`src/rtl/mux_4_1_arb_v_if.sv`:
```
// Handshake bundle between four producers, the arbitrating mux and one consumer.
// The slave modport is the mux side; the master modport is the producer/consumer side.
interface mux_4_1_arb_v_if #(
    parameter int DATA_W = 8
);
    logic [3:0]          i_valid;
    logic [4*DATA_W-1:0] i_data;
    logic [3:0]          o_ready;
    logic                o_valid;
    logic [DATA_W-1:0]   o_data;
    logic [3:0]          o_sel_code;
    logic                i_ready;
    logic [7:0]          o_count;

    modport slave (
        input  i_valid, i_data, i_ready,
        output o_ready, o_valid, o_data, o_sel_code, o_count
    );

    modport master (
        output i_valid, i_data, i_ready,
        input  o_ready, o_valid, o_data, o_sel_code, o_count
    );
endinterface

```
`src/rtl/mux_4_1_arb_v.sv`:
```
// Four-to-one round-robin arbitrating mux with a registered output stage
// and a one-hot source tag for routing responses back through a deMUX.
module mux_4_1_arb_v #(
    parameter int DATA_W = 8
) (
    input  logic            i_clk,
    input  logic            i_rst,
    mux_4_1_arb_v_if.slave  bus
);
    typedef enum logic {EMPTY, FULL} state_t;

    state_t              state_q, state_d;
    logic [1:0]          ptr_q, ptr_d;
    logic [DATA_W-1:0]   data_q, data_d;
    logic [3:0]          sel_q, sel_d;
    logic [7:0]          count_q, count_d;

    logic [1:0]          grant_idx;
    logic                grant_hit;
    logic [1:0]          cand;
    logic [3:0]          grant_oh;
    logic                load;
    logic                deliver;

    // Scan ptr+1, ptr+2, ptr+3, then ptr itself; the 2-bit sum wraps mod 4.
    always_comb begin
        grant_idx = '0;
        grant_hit = 1'b0;
        cand      = '0;
        for (int unsigned i = 1; i <= 4; i++) begin
            cand = ptr_q + 2'(i);
            if (!grant_hit && bus.i_valid[cand]) begin
                grant_hit = 1'b1;
                grant_idx = cand;
            end
        end
    end

    assign grant_oh = 4'b0001 << grant_idx;
    assign load     = !i_rst && ((state_q == EMPTY) || bus.i_ready) && grant_hit;
    assign deliver  = (state_q == FULL) && bus.i_ready;

    always_comb begin
        state_d = state_q;
        ptr_d   = ptr_q;
        data_d  = data_q;
        sel_d   = sel_q;
        count_d = deliver ? count_q + 8'd1 : count_q;
        if (load) begin
            state_d = FULL;
            ptr_d   = grant_idx;
            data_d  = bus.i_data[grant_idx*DATA_W +: DATA_W];
            sel_d   = grant_oh;
        end else if (deliver) begin
            state_d = EMPTY;
            sel_d   = '0;
        end
    end

    always_ff @(posedge i_clk) begin
        if (i_rst) begin
            state_q <= EMPTY;
            ptr_q   <= 2'd3;
            data_q  <= '0;
            sel_q   <= '0;
            count_q <= '0;
        end else begin
            state_q <= state_d;
            ptr_q   <= ptr_d;
            data_q  <= data_d;
            sel_q   <= sel_d;
            count_q <= count_d;
        end
    end

    assign bus.o_ready    = load ? grant_oh : 4'b0000;
    assign bus.o_valid    = (state_q == FULL);
    assign bus.o_data     = data_q;
    assign bus.o_sel_code = sel_q;
    assign bus.o_count    = count_q;
endmodule

```
`src/flat_wrapper.sv`:
```
// flat-port wrapper written by rule: the top's interface ports become plain ports
module mux_4_1_arb_v_flat 
#(
    parameter int DATA_W = 8
)
  (i_clk, i_rst, bus_i_valid, bus_i_data, bus_i_ready, bus_o_ready, bus_o_valid, bus_o_data, bus_o_sel_code, bus_o_count);
  mux_4_1_arb_v_if #(.DATA_W(DATA_W)) bus_i ();
  input  logic i_clk;
  input  logic i_rst;
  input wire logic [$bits(bus_i.i_valid)-1:0] bus_i_valid;
  input wire logic [$bits(bus_i.i_data)-1:0] bus_i_data;
  input wire logic [$bits(bus_i.i_ready)-1:0] bus_i_ready;
  output wire logic [$bits(bus_i.o_ready)-1:0] bus_o_ready;
  output wire logic [$bits(bus_i.o_valid)-1:0] bus_o_valid;
  output wire logic [$bits(bus_i.o_data)-1:0] bus_o_data;
  output wire logic [$bits(bus_i.o_sel_code)-1:0] bus_o_sel_code;
  output wire logic [$bits(bus_i.o_count)-1:0] bus_o_count;
  assign bus_i.i_valid = bus_i_valid;
  assign bus_i.i_data = bus_i_data;
  assign bus_i.i_ready = bus_i_ready;
  assign bus_o_ready = bus_i.o_ready;
  assign bus_o_valid = bus_i.o_valid;
  assign bus_o_data = bus_i.o_data;
  assign bus_o_sel_code = bus_i.o_sel_code;
  assign bus_o_count = bus_i.o_count;
  mux_4_1_arb_v #(.DATA_W(DATA_W)) u_core (.i_clk(i_clk), .i_rst(i_rst), .bus(bus_i));
endmodule
```
`config.mk`:
```
export PLATFORM = sky130hd
export DESIGN_NAME = mux_4_1_arb_v_flat
export DESIGN_NICKNAME = d
export VERILOG_FILES = /design/src/rtl/mux_4_1_arb_v_if.sv /design/src/rtl/mux_4_1_arb_v.sv /design/src/flat_wrapper.sv
export SDC_FILE = /design/constraint.sdc
export NUM_CORES = 1
export LEC_CHECK = 0
export BUFFER_PORTS_ARGS = -buffer_cell sky130_fd_sc_hd__buf_2
export CORE_MARGIN = 5
export CORE_UTILIZATION = 50
export DETAILED_ROUTE_END_ITERATION = 8
export PLACE_DENSITY = 0.91
export SYNTH_ARGS = -nofsm -noshare
export SYNTH_HDL_FRONTEND = slang
export SYNTH_SLANG_ARGS = --single-unit
```
`constraint.sdc`:
```
create_clock -name i_clk -period 4.35 [get_ports i_clk]
set_clock_uncertainty 0.05 [all_clocks]
set_input_delay 1.0875 -clock i_clk [delete_from_list [all_inputs] [get_ports i_clk]]
set_output_delay 1.0875 -clock i_clk [all_outputs]
set_load 0.01 [all_outputs]
```
---- After elaboration in Yosys (flattened, before gate mapping) ----
Index checks and enable logic that the tools add are counted.
word-level totals
  register bits after elaboration ......... 23
  bits of input ports ..................... 39
  output and inout port bits .............. 25
  word-level logic and storage cells ...... 49
operators by class
  $add $sub $neg .......................... 4
  magnitude comparators ................... 4
  shift operators ......................... 2
  mux-type cells .......................... 21
  bitwise logic cells ..................... 1
  reduce and logical (&&, ||, !) cells .... 12
operator list
  kind                 count
  $shiftx 32x6->8      1
  $lt 2x3->1 const B   4
  $mux 4               3
  $mux 1               10
  $add 8x1->8 const B  1
  $bmux 1 s2           4
  $mux 2               4
  $logic_and 1x1->1    6
  $add 2x2->2 const B  2
  $logic_not 1->1      4
  $shl 1x2->4 const A  1
  $add 2x1->2 const B  1
  $reduce_bool 2->1    1
  $logic_or 1x1->1     1
  $not 1->1            1

---- Logic depth before layout (Yosys ltp) ----
  depth in word-level cells ............... 15
  gate-level depth with buffers ........... 7
  gate-level depth less buffers ........... 5

---- Least setup slack after synthesis ----
No wires, ideal clock.
  kind .................................... input to output
  start ................................... input port bus_i_valid[3]
  end ..................................... output port bus_o_ready[0]
  arrival ................................. 2122 ps
  required time ........................... 3213 ps
  slack ................................... 1091 ps
  cell stages on the path ................. 5
  buffers on the path ..................... 1
  cell sequence ........................... and2_1 o32a_2 a21boi_2 buf_6 and2_1
between the ends
  word-level cells in the longest chain between the ends .. 14
  elaborated cells on any way between the ends .. 25
  those cells by class .................... 1 x shift; 17 x mux; 7 x reduce/logical
RTL lines
  element                                                  RTL line                                  text
  start: declaration                                       flat_wrapper.sv:10                        input wire logic [$bits(bus_i.i_valid)-1:0] bus_i_valid;
  $bmux 1 s2                                               mux_4_1_arb_v.sv:32                       if (!grant_hit && bus.i_valid[cand]) begin
  $mux 1 (implied by the code)                             mux_4_1_arb_v.sv:32
  $mux 1                                                   mux_4_1_arb_v.sv:32
  $logic_not 1->1                                          mux_4_1_arb_v.sv:32
  $logic_and 1x1->1                                        mux_4_1_arb_v.sv:32
  $mux 1                                                   mux_4_1_arb_v.sv:32
  $logic_not 1->1                                          mux_4_1_arb_v.sv:32
  $logic_and 1x1->1                                        mux_4_1_arb_v.sv:32
  $mux 1                                                   mux_4_1_arb_v.sv:32
  $logic_not 1->1                                          mux_4_1_arb_v.sv:32
  $logic_and 1x1->1                                        mux_4_1_arb_v.sv:32
  $mux 2 / $mux 1 (equally long branches)                  mux_4_1_arb_v.sv:32
  $shl 1x2->4 / $logic_and 1x1->1 (equally long branches)  mux_4_1_arb_v.sv:39, mux_4_1_arb_v.sv:40
  $mux 4 *                                                 mux_4_1_arb_v.sv:76                       assign bus.o_ready = load ? grant_oh : 4'b0000;
  end: declaration                                         flat_wrapper.sv:13                        output wire logic [$bits(bus_i.o_ready)-1:0] bus_o_ready;
Mark *: on every way between the ends. The rest lies on a longest branch, timed or not. The select of a mux whose other input is x is not followed.

---- Worst setup path after layout ----
  start ................................... input port bus_i_ready
  end ..................................... output port bus_o_ready[2]
between the ends
  word-level cells in the longest chain between the ends .. 4
RTL lines
  element                         RTL line             text
  start: declaration              flat_wrapper.sv:12   input wire logic [$bits(bus_i.i_ready)-1:0] bus_i_ready;
  $logic_or 1x1->1                mux_4_1_arb_v.sv:40  assign load = !i_rst && ((state_q == EMPTY) || bus.i_ready) && grant_hit;
  $logic_and 1x1->1 (2 in a row)  mux_4_1_arb_v.sv:40
  $mux 4                          mux_4_1_arb_v.sv:76
No other way between the ends.

==> impl_metrics.toml <==
[run_status]
run_status = "finished, final reports clean"

[cts]
cts.repair.resized = 0
path_clk_slew_ns = 0.12
ctsHoldBuffers = 0
cts_sinks = 23
htreeDepth = 1
cts_tree = "done"
clkLatencyLatePin_ns = 0.31
clockRootBuffer = "clkbuf_4"
cts.path.max_buffers = 2
cts_made_buffers = 3
postCtsSetupRepairBufs = 0

[synth]
ys.flop_type = "dfxtp_1"
yosysTopAreaCellShare_pct = 32.9
synthArstFlopShare_pct = 0
syn_nets = 188
avgSynthCellArea_sq_um = 9.44
synthCells = 148
seq_area_frac_synth_pct = 32.9
yosys.area.top_type = "dfxtp_1"
yosysUniqueCellTypes = 39
synth_area_leaders = "dfxtp_1 33%, a211oi_2 14%, mux2i_1 6.4%, a21oi_1 5.0%, a211oi_1 4.3%"
ys.warnings.count = 0
synth-edff-count = 0
syn_area_sq_mm = 0.00140
ys_ff_latch = 23

[drt]
drtIter0Drc = 48
num_vias = 1323
drtPass1Iterations = 5
drc = 0
wirelength_um = 3350
via_per_inst = 5.44
wl_per_cell_um = 13.8
drtAntennaViolNets = 0

[timing]
max-slew-margin-rel_pct = 60.4
worstMarginPinSlew_ns = 0.593
tns_ns = 0
setup_violations = 0
slew_viol_final = 0
fin_crit_ns = 3.70
finalHoldViolCount = 0
rsz0062_at_grt = "no"
finalCritPeriodShare_pct = 85.2
timing.hold.ws_ns = 0.475
fmax_mhz = 270

[global_routing]
grt_use_total_pct = 16.6
grt_max_degree = 17
grt_pass1_vias = 1294
grt_pass1_wl_um = 5610
grt_overflow = 0
antenna_found_initial = 0

[layout]
regArea_sq_um = 460
final_cells = 243
nFillCells = 248
syn2layout_area_growth_pct = 24.7
final_cell_mix = "63 x buf_2, 23 x dfxtp_1, 16 x a211oi_2"
final_cell_area_sq_mm = 0.00174
layout.nets = 253
final_layout_size_suffix_gt1_share_pct = 44.8
multi_input_area_sq_um = 830
final_common_cell = "buf_2"
diodes = 0

[worst_setup_path]
crit_chain = "buf_2, nand2b_1, nor3b_4, nand3_4, nor3_2, buf_2"
cp.required_ns = 3.21
end_kind = "primary output"
worstSetupPathType = "primary input to primary output"
r2r_cells = 7
max_stage_delay_ns = 0.53
cpMostUsedCell = "buf_2"
crit_fanout = 14
critPathSlowestCell = "nor3b_4"
cp.arrival_ns = 2.57
start_kind = "primary input"

[die]
core-area_sq_mm = 0.00271
num_rows = 19
top_level_ports = 64
initial_core_util_pct = 51.6
die_w_um = 62.9
dieArea_sq_mm = 0.00395
die_height_um = 62.9

[power]
vdd_drop_max_mv = 0.214
leakage_uw = 0.000790
powerDensity_mw_per_mm2 = 299

[place]
placed_cells = 239
dpl.hpwl_um = 2710
place_congestion = 0.792
portBuffers = 63
placed_area_sq_mm = 0.00172

[job]
max_cap_viol_count = 0

[min_path]
hold_path.class = "flop to flop"
holdPathStages = 2
-- worst paths after layout --
kind                                                          from  slack, ns                            endpoint
worst max-delay path                                   bus_i_ready       0.65                      bus_o_ready[2]
worst min-delay path            u_core.bus.o_count[1]$_SDFFE_PP0P_       0.47  u_core.bus.o_count[1]$_SDFFE_PP0P_
worst max register to register        u_core.ptr_q[1]$_SDFFE_PP1P_       2.42   u_core.bus.o_data[4]$_SDFFE_PP0P_
worst min register to register  u_core.bus.o_count[1]$_SDFFE_PP0P_       0.47  u_core.bus.o_count[1]$_SDFFE_PP0P_
-- Yosys cell counts, types with 2 or more instances --
cell      count
a211oi_1      8
a211oi_2     16
a21oi_1      14
a22oi_1       2
and2_1        5
buf_6         2
clkinv_1      2
dfxtp_1      23
inv_1        11
mux2i_1       9
nand2_1       3
nand2b_1      3
nand3_1       5
nor2_1       12
nor2b_2       2
nor3_1        2
o21a_1        3
xnor2_1       2
xor2_1        4
-- cells by family (layout without fill, tap and decap cells) --
logic type / Yosys count / in the layout / synth area share, %
adder cells (fa/ha/maj): 1 / 1 / 0.895
AND/OR/NAND/NOR: 40 / 40 / 17.5
XOR/XNOR: 6 / 6 / 3.76
AO/OA/AOI/OAI: 50 / 50 / 30.8
multiplexers: 9 / 9 / 6.45
flip-flops: 23 / 23 / 32.9
buffers and inverters: 19 / 83 / 7.70
-- routing by layer --
layer / routed length [um] / track usage, % / vias to the layer above
met5: 0 / 0 / -
met4: 25 / 4.51 / 0
met3: 361 / 5.94 / 3
met2: 1550 / 28.2 / 55
met1: 1410 / 19.5 / 601
li1: - / - / 664
-- state kept, by name, summed over array words and instances (netlist names) --
register,cells
u_core.bus.o_count,8
u_core.bus.o_sel_code,4
u_core.bus.o_data,8
u_core.bus.o_valid,1
u_core.ptr_q,2
-- through the flow --
step	worst slack [ns]	utilization (%)	power (uW)
final	0.645	64.3	522
after global routing	0.441	64.3	555
after global placement	0.660	63.3	425
after CTS	0.629	64.3	526
after detailed placement	0.628	63.3	428
after floorplan	1.09	-	375
-- report_power, final --
group	switching, uW	total, uW	internal, uW	leakage (uW)
Clock	64.8	99.1	34.4	0.0000177
Sequential	16.0	248	232	0.000190
Combinational	97.3	175	77.6	0.000583
Total	178	522	344	0.000790
-- area by class of cell --
class	instances	area share, %
sequential	23	26.4
inverter	13	2.80
clock buffer	3	1.29
timing repair buffer	66	19.4
clock inverter	1	0.287
tap	31	2.23
multi-input combinational	106	47.6
-- critical path, delay by kind of cell --
family                 cells  cell delay [ns]
and+or+nand+nor            4             1.19
buffers and inverters      2             0.29
Power figures use the tool's default switching activity.
